--- src/rtl/joy_pkg.sv ---
// Shared constants for the Mega Drive pad serial encoder: button bit indices,
// shift-chain positions and the pin bundle one pad presents to the chain.
package joy_pkg;

    localparam int CHAIN_LEN = 24;

    localparam int BTN_U = 0;
    localparam int BTN_D = 1;
    localparam int BTN_L = 2;
    localparam int BTN_R = 3;
    localparam int BTN_B = 4;
    localparam int BTN_C = 5;
    localparam int BTN_A = 6;
    localparam int BTN_S = 7;
    localparam int BTN_Z = 8;
    localparam int BTN_Y = 9;
    localparam int BTN_X = 10;
    localparam int BTN_M = 11;

    localparam int POS_P9_1 = 4;
    localparam int POS_P6_1 = 5;
    localparam int POS_R1   = 6;
    localparam int POS_L1   = 7;
    localparam int POS_D1   = 8;
    localparam int POS_U1   = 9;
    localparam int POS_P6_2 = 12;
    localparam int POS_P9_2 = 13;
    localparam int POS_R2   = 14;
    localparam int POS_L2   = 15;
    localparam int POS_D2   = 16;
    localparam int POS_U2   = 17;

    typedef struct packed {
        logic u;
        logic d;
        logic l;
        logic r;
        logic p6;
        logic p9;
    } pad_pins_t;

    localparam pad_pins_t PINS_IDLE = pad_pins_t'(6'h3F);

endpackage

--- src/rtl/md_pad_emu.sv ---
// One Mega Drive pad: select-driven phase counter with idle timeout and the
// registered pin multiplexer that maps buttons onto the six DB9 data pins.
module md_pad_emu
    import joy_pkg::*;
#(
    parameter int TIMEOUT_CYCLES = 75000,
    parameter int TO_W           = 17
) (
    input  logic        clk,
    input  logic        reset_n,
    input  logic        sel_i,
    input  logic        sel_edge_i,
    input  logic [11:0] btn_i,
    input  logic        six_btn_i,
    output logic [2:0]  ph_o,
    output pad_pins_t   pins_o
);

    localparam logic [TO_W-1:0] TO_LAST = TO_W'(TIMEOUT_CYCLES - 1);
    localparam logic [TO_W-1:0] TO_MAX  = TO_W'(TIMEOUT_CYCLES);

    logic [2:0]      ph_q, ph_d;
    logic [TO_W-1:0] to_q, to_d;
    pad_pins_t       pins_q, pins_d;

    // NOTE: every output of a combinational block gets a default first, so no path leaves it unassigned and infers a latch.
    always_comb begin
        ph_d = ph_q;
        to_d = to_q;
        if (sel_edge_i) begin
            ph_d = ph_q + 3'd1;
            to_d = '0;
        end else if (to_q != TO_MAX) begin
            to_d = to_q + TO_W'(1);
            if (to_q == TO_LAST) ph_d = {2'b00, ~sel_i};
        end
    end

    // The six-button extras only appear in phases 5-7; otherwise the pad acts like a three-button one.
    always_comb begin
        if (!ph_q[0]) begin
            pins_d = '{u: btn_i[BTN_U], d: btn_i[BTN_D], l: btn_i[BTN_L], r: btn_i[BTN_R],
                       p6: btn_i[BTN_B], p9: btn_i[BTN_C]};
        end else begin
            pins_d = '{u: btn_i[BTN_U], d: btn_i[BTN_D], l: 1'b0, r: 1'b0,
                       p6: btn_i[BTN_S], p9: btn_i[BTN_A]};
        end
        if (six_btn_i) begin
            case (ph_q)
                3'd5: pins_d = '{u: 1'b0, d: 1'b0, l: 1'b0, r: 1'b0,
                                 p6: btn_i[BTN_S], p9: btn_i[BTN_A]};
                3'd6: pins_d = '{u: btn_i[BTN_Z], d: btn_i[BTN_Y], l: btn_i[BTN_X], r: btn_i[BTN_M],
                                 p6: btn_i[BTN_B], p9: btn_i[BTN_C]};
                3'd7: pins_d = '{u: 1'b1, d: 1'b1, l: 1'b1, r: 1'b1,
                                 p6: btn_i[BTN_S], p9: btn_i[BTN_A]};
                default: ;
            endcase
        end
    end

    // NOTE: state registers use non-blocking assignments so every flop samples pre-edge values regardless of block order.
    always_ff @(posedge clk) begin
        if (!reset_n) begin
            ph_q   <= '0;
            to_q   <= '0;
            pins_q <= PINS_IDLE;
        end else begin
            ph_q   <= ph_d;
            to_q   <= to_d;
            pins_q <= pins_d;
        end
    end

    assign ph_o   = ph_q;
    assign pins_o = pins_q;

endmodule

--- src/rtl/joy_encoder_md.sv ---
// Device-side joystick serial interface: synchronises the host lines, runs two
// pad emulators and serialises their pins through a 24-stage load/shift chain.
module joy_encoder_md
    import joy_pkg::*;
#(
    parameter int SYNC_STAGES    = 2,
    parameter int TIMEOUT_CYCLES = 75000,
    parameter int TO_W           = 17
) (
    input  logic        clk,
    input  logic        reset_n,
    input  logic        joy_clk,
    input  logic        joy_load_n,
    input  logic        joy_select,
    input  logic [11:0] joy1_i,
    input  logic [11:0] joy2_i,
    input  logic [1:0]  six_btn,
    output logic        joy_data,
    output logic [2:0]  phase1_o,
    output logic [2:0]  phase2_o
);

    logic [SYNC_STAGES-1:0] clk_sync_q, load_sync_q, sel_sync_q;
    logic                   clk_prev_q, sel_prev_q;
    logic                   clk_s, load_s, sel_s, clk_rise, sel_edge;
    pad_pins_t              pins1, pins2;
    logic [CHAIN_LEN-1:0]   load_vec, chain_q, chain_d;

    // NOTE: synchroniser and edge-history flops are deliberately left out of reset so they keep tracking the pins and no false edge appears on release.
    always_ff @(posedge clk) begin
        clk_sync_q  <= {clk_sync_q[SYNC_STAGES-2:0], joy_clk};
        load_sync_q <= {load_sync_q[SYNC_STAGES-2:0], joy_load_n};
        sel_sync_q  <= {sel_sync_q[SYNC_STAGES-2:0], joy_select};
        clk_prev_q  <= clk_s;
        sel_prev_q  <= sel_s;
    end

    assign clk_s    = clk_sync_q[SYNC_STAGES-1];
    assign load_s   = load_sync_q[SYNC_STAGES-1];
    assign sel_s    = sel_sync_q[SYNC_STAGES-1];
    assign clk_rise = clk_s & ~clk_prev_q;
    assign sel_edge = sel_s ^ sel_prev_q;

    md_pad_emu #(.TIMEOUT_CYCLES(TIMEOUT_CYCLES), .TO_W(TO_W)) u_pad1 (
        .clk       (clk),
        .reset_n   (reset_n),
        .sel_i     (sel_s),
        .sel_edge_i(sel_edge),
        .btn_i     (joy1_i),
        .six_btn_i (six_btn[0]),
        .ph_o      (phase1_o),
        .pins_o    (pins1)
    );

    md_pad_emu #(.TIMEOUT_CYCLES(TIMEOUT_CYCLES), .TO_W(TO_W)) u_pad2 (
        .clk       (clk),
        .reset_n   (reset_n),
        .sel_i     (sel_s),
        .sel_edge_i(sel_edge),
        .btn_i     (joy2_i),
        .six_btn_i (six_btn[1]),
        .ph_o      (phase2_o),
        .pins_o    (pins2)
    );

    always_comb begin
        load_vec           = '1;
        load_vec[POS_P9_1] = pins1.p9;
        load_vec[POS_P6_1] = pins1.p6;
        load_vec[POS_R1]   = pins1.r;
        load_vec[POS_L1]   = pins1.l;
        load_vec[POS_D1]   = pins1.d;
        load_vec[POS_U1]   = pins1.u;
        load_vec[POS_P6_2] = pins2.p6;
        load_vec[POS_P9_2] = pins2.p9;
        load_vec[POS_R2]   = pins2.r;
        load_vec[POS_L2]   = pins2.l;
        load_vec[POS_D2]   = pins2.d;
        load_vec[POS_U2]   = pins2.u;
    end

    // Load is transparent and outranks a coincident shift clock.
    always_comb begin
        chain_d = chain_q;
        if (!load_s)       chain_d = load_vec;
        else if (clk_rise) chain_d = {1'b1, chain_q[CHAIN_LEN-1:1]};
    end

    always_ff @(posedge clk) begin
        if (!reset_n) chain_q <= '1;
        else          chain_q <= chain_d;
    end

    assign joy_data = chain_q[0];

endmodule

--- config.mk ---
export PLATFORM = sky130hd
export DESIGN_NAME = joy_encoder_md
export DESIGN_NICKNAME = d
export VERILOG_FILES = /design/src/rtl/joy_pkg.sv /design/src/rtl/md_pad_emu.sv /design/src/rtl/joy_encoder_md.sv
export SDC_FILE = /design/constraint.sdc
export NUM_CORES = 1
export LEC_CHECK = 0
export CORE_AREA = 3 3 84 86
export CTS_CLUSTER_DIAMETER = 30
export CTS_CLUSTER_SIZE = 24
export DETAILED_ROUTE_END_ITERATION = 12
export DIE_AREA = 0 0 87 89
export GPL_TIMING_DRIVEN = 0
export PLACE_DENSITY = 0.78
export SLEW_MARGIN = 0
export SYNTH_ARGS = -nofsm -noshare
export SYNTH_HDL_FRONTEND = slang
export SYNTH_SLANG_ARGS = --single-unit
--- constraint.sdc ---
create_clock -name clk -period 2.2 [get_ports clk]
set_input_delay 0.33 -clock clk [delete_from_list [all_inputs] [get_ports clk]]
set_output_delay 0.33 -clock clk [all_outputs]
set_load 0.02 [all_outputs]
==> reports/metrics.cfg <==
[timing]
maxSlewViolCount = 0
hold_viol = 0
setup_slack_ns = 0.115
rsz0062_at_grt = false
slew_headroom = 0.638
setup_viol = 0
tightestPinTransition_ns = 0.538
post-route-period-util = 0.948
period_minus_slack_ns = 2.08
finalSetupTns_ns = 0
fmax_ghz = 0.480
fin_skew_ns = 0.00745

[route]
viasPerCell = 5.57
drtPass1Iterations = 4
ant_nets = 0
drt_iter0_drc = 133
wirelength_mm = 7.38
wl_per_cell_um = 13.5
vias = 3045
drc = 0

[placed_design]
dpl-instance-area_sq_um = 4040
io_buffers = 37
dp_slack_ns = 0.130
place_congestion = 0.867
place_hpwl_mm = 5.49

[synth]
synth_edf_count = 0
async_reset_ff_frac = 0
yosys_most_used_dff = dfxtp_1
synth_seq_area_share = 0.437
syn_nets = 463
netlist_area_sq_um = 3570
ys_types = 50
synth_area_per_cell_sq_um = 8.55
yosysWarnings = 0
syn-instance-count = 418
ys_ff_latch = 78

[floorplan]
die_area_sq_um = 7740
start_util = 0.563
dieWidth_um = 87
io_pins = 38
rows = 29
die_h_um = 89
core-area_sq_um = 6350

[clock_network]
path_clk_slew_ns = 0.07
cts_buffers = 9
cts.sinks = 78
cts_htree_levels = 3
cts_max_path_buffers = 2
cts_tree = built
worstSkewPairLatency_ns = 0.34
clockRootBuffer = clkbuf_8

[run_status]
status = complete, no violations

[global_routing]
grt_pass1_wl_mm = 13.0
antenna_found_initial = 0
grt.total_usage = 0.209
use_met1 = 0.243
busiest_layer = met2
grt_overflow = 0
grt_max_degree = 13
grt_pass1_vias = 2990
grt_use_met2 = 0.366
grt.met3_usage = 0.0544

[finish]
antenna_cells = 0
postLayoutCellArea_sq_um = 4210
area_delta_synth_final_pct = 17.7
num-fill-cells = 519
final_common_cell = dfxtp_1
finalNetCount = 511
multi_input_area_sq_um = 1900
fin_util = 0.662
layout_common_cells = 78 x dfxtp_1, 52 x nand2_1, 39 x nor2_1, 37 x clkdlybuf4s50_1
drive_above_1_share = 0.0468
regArea_sq_um = 1560

[critical_path]
regToRegSetupSlack_ns = 0.12
r2r_cells = 5
endpoint_kind = register
cp-start-kind = register
crit_required_ns = 2.44
timing.rr.start = u_pad1.to_q[1]$_SDFFE_PP0P_
crit_type = register to register
r2r_end = u_pad1.to_q[16]$_SDFFE_PP0P_
arrival_ns = 2.33
worstSetupStartpoint = u_pad1.to_q[1]$_SDFFE_PP0P_
cp_max_fo = 5

[power]
p_leak_uw = 0.00162
intPower_uw = 2040
clkPwrFrac = 0.340
sw_frac_of_total = 0.245
power_uw = 2690
pwr-share-comb = 0.102
ir_drop_mv = 0.383
powerDensity_nw_per_um2 = 641
p_seq_frac = 0.559
p_sw_uw = 659

[worst_hold_path]
hold_end = load_sync_q[1]$_DFF_P_
hp-class = register to register
whs_path_depth = 0
hold_start = load_sync_q[0]$_DFF_P_

[flow_run]
maxCapViolCount = 0

[sequential cells by signal, indices dropped and copies added, names as in the netlist]
register and cells:
chain_q 18, u_pad1.to_q 17, u_pad2.to_q 17, u_pad1.pins_o 6, u_pad2.pins_o 6, u_pad1.ph_o 3
u_pad2.ph_o 3, clk_sync_q 2, load_sync_q 2, sel_sync_q 2, clk_prev_q 1, sel_prev_q 1
[worst max-delay path: stages (launching register included)]
cell	delay [ns]
dfxtp_1	0.42
ha_1	0.24
and4_1	0.30
nand3_1	0.17
or4b_2	0.68
and3_1	0.18
[cell families (layout without fill, tap and decap cells)]
group	count (synthesis)	count (layout)	share of synthesized area
simple gates	195	195	0.289
compound gates	78	78	0.138
flops	78	78	0.437
buf+inv	31	83	0.0326
xor+xnor	20	20	0.0490
fa+ha+maj	14	14	0.0490
mux	2	2	0.00560
[worst max path at each step]
stage                                   end  depth (start not counted)
6_report       u_pad1.to_q[16]$_SDFFE_PP0P_                          5
5_1_grt        u_pad1.to_q[16]$_SDFFE_PP0P_                          5
4_1_cts        u_pad1.to_q[16]$_SDFFE_PP0P_                          5
3_5_place_dp   u_pad1.to_q[16]$_SDFFE_PP0P_                          5
3_3_place_gp   u_pad1.to_q[16]$_SDFFE_PP0P_                          5
2_1_floorplan  u_pad1.to_q[16]$_SDFFE_PP0P_                          5
[power groups by stage]
| stage | Sequential, uW | Clock (uW) | Combinational (uW) |
|---|---|---|---|
| final | 1510 | 915 | 274 |
| after global routing | 1510 | 1000 | 313 |
| after CTS | 1510 | 937 | 277 |
| after detailed placement | 1540 | 0 | 275 |
| after global placement | 1540 | 0 | 270 |
| after floorplan | 1540 | 0 | 152 |
[cell type report]
type | count | area share
Tap cell | 77 | 0.0229
Multi-Input combinational cell | 309 | 0.451
Clock inverter | 4 | 0.00565
Buffer | 15 | 0.0134
Inverter | 16 | 0.0143
Clock buffer | 11 | 0.0336
Sequential cell | 78 | 0.371
Timing Repair Buffer | 37 | 0.0880
[through the flow]
stage	std cells	hold slack [ns]
floorplan	418	0.310
global placement	532	0.311
detailed placement	532	0.313
CTS	547	0.332
global route	547	0.335
finish	547	0.330
[routing by layer]
metal,up-vias,routed length (um)
li1,1572,-
met1,1415,3270
met2,49,3720
met5,-,0
met4,0,97
met3,9,285
[what timing repair did]
| item | in CTS | in global routing |
|---|---|---|
| hold buffers | 0 | 0 |
| endpoints found under the setup margin | 0 | 6 |
| buffers inserted | 0 | 0 |
| gates resized for setup | 0 | 1 |
[synthesized netlist by cell type, drive strengths merged (8+ instances only)]
cell type  instances  area [sq um]
nor2              39           146
inv               16          60.1
and3              16           100
nand4              8          50.1
nand2             52           195
clkbuf            14          52.6
dfxtp             78          1560
a21oi             15          75.1
or3                9          56.3
xnor2             11          96.3
xor2               9          78.8
nand3             29           145
o21ai             31           155
ha                14           175
(Power assumes the default switching activity.)
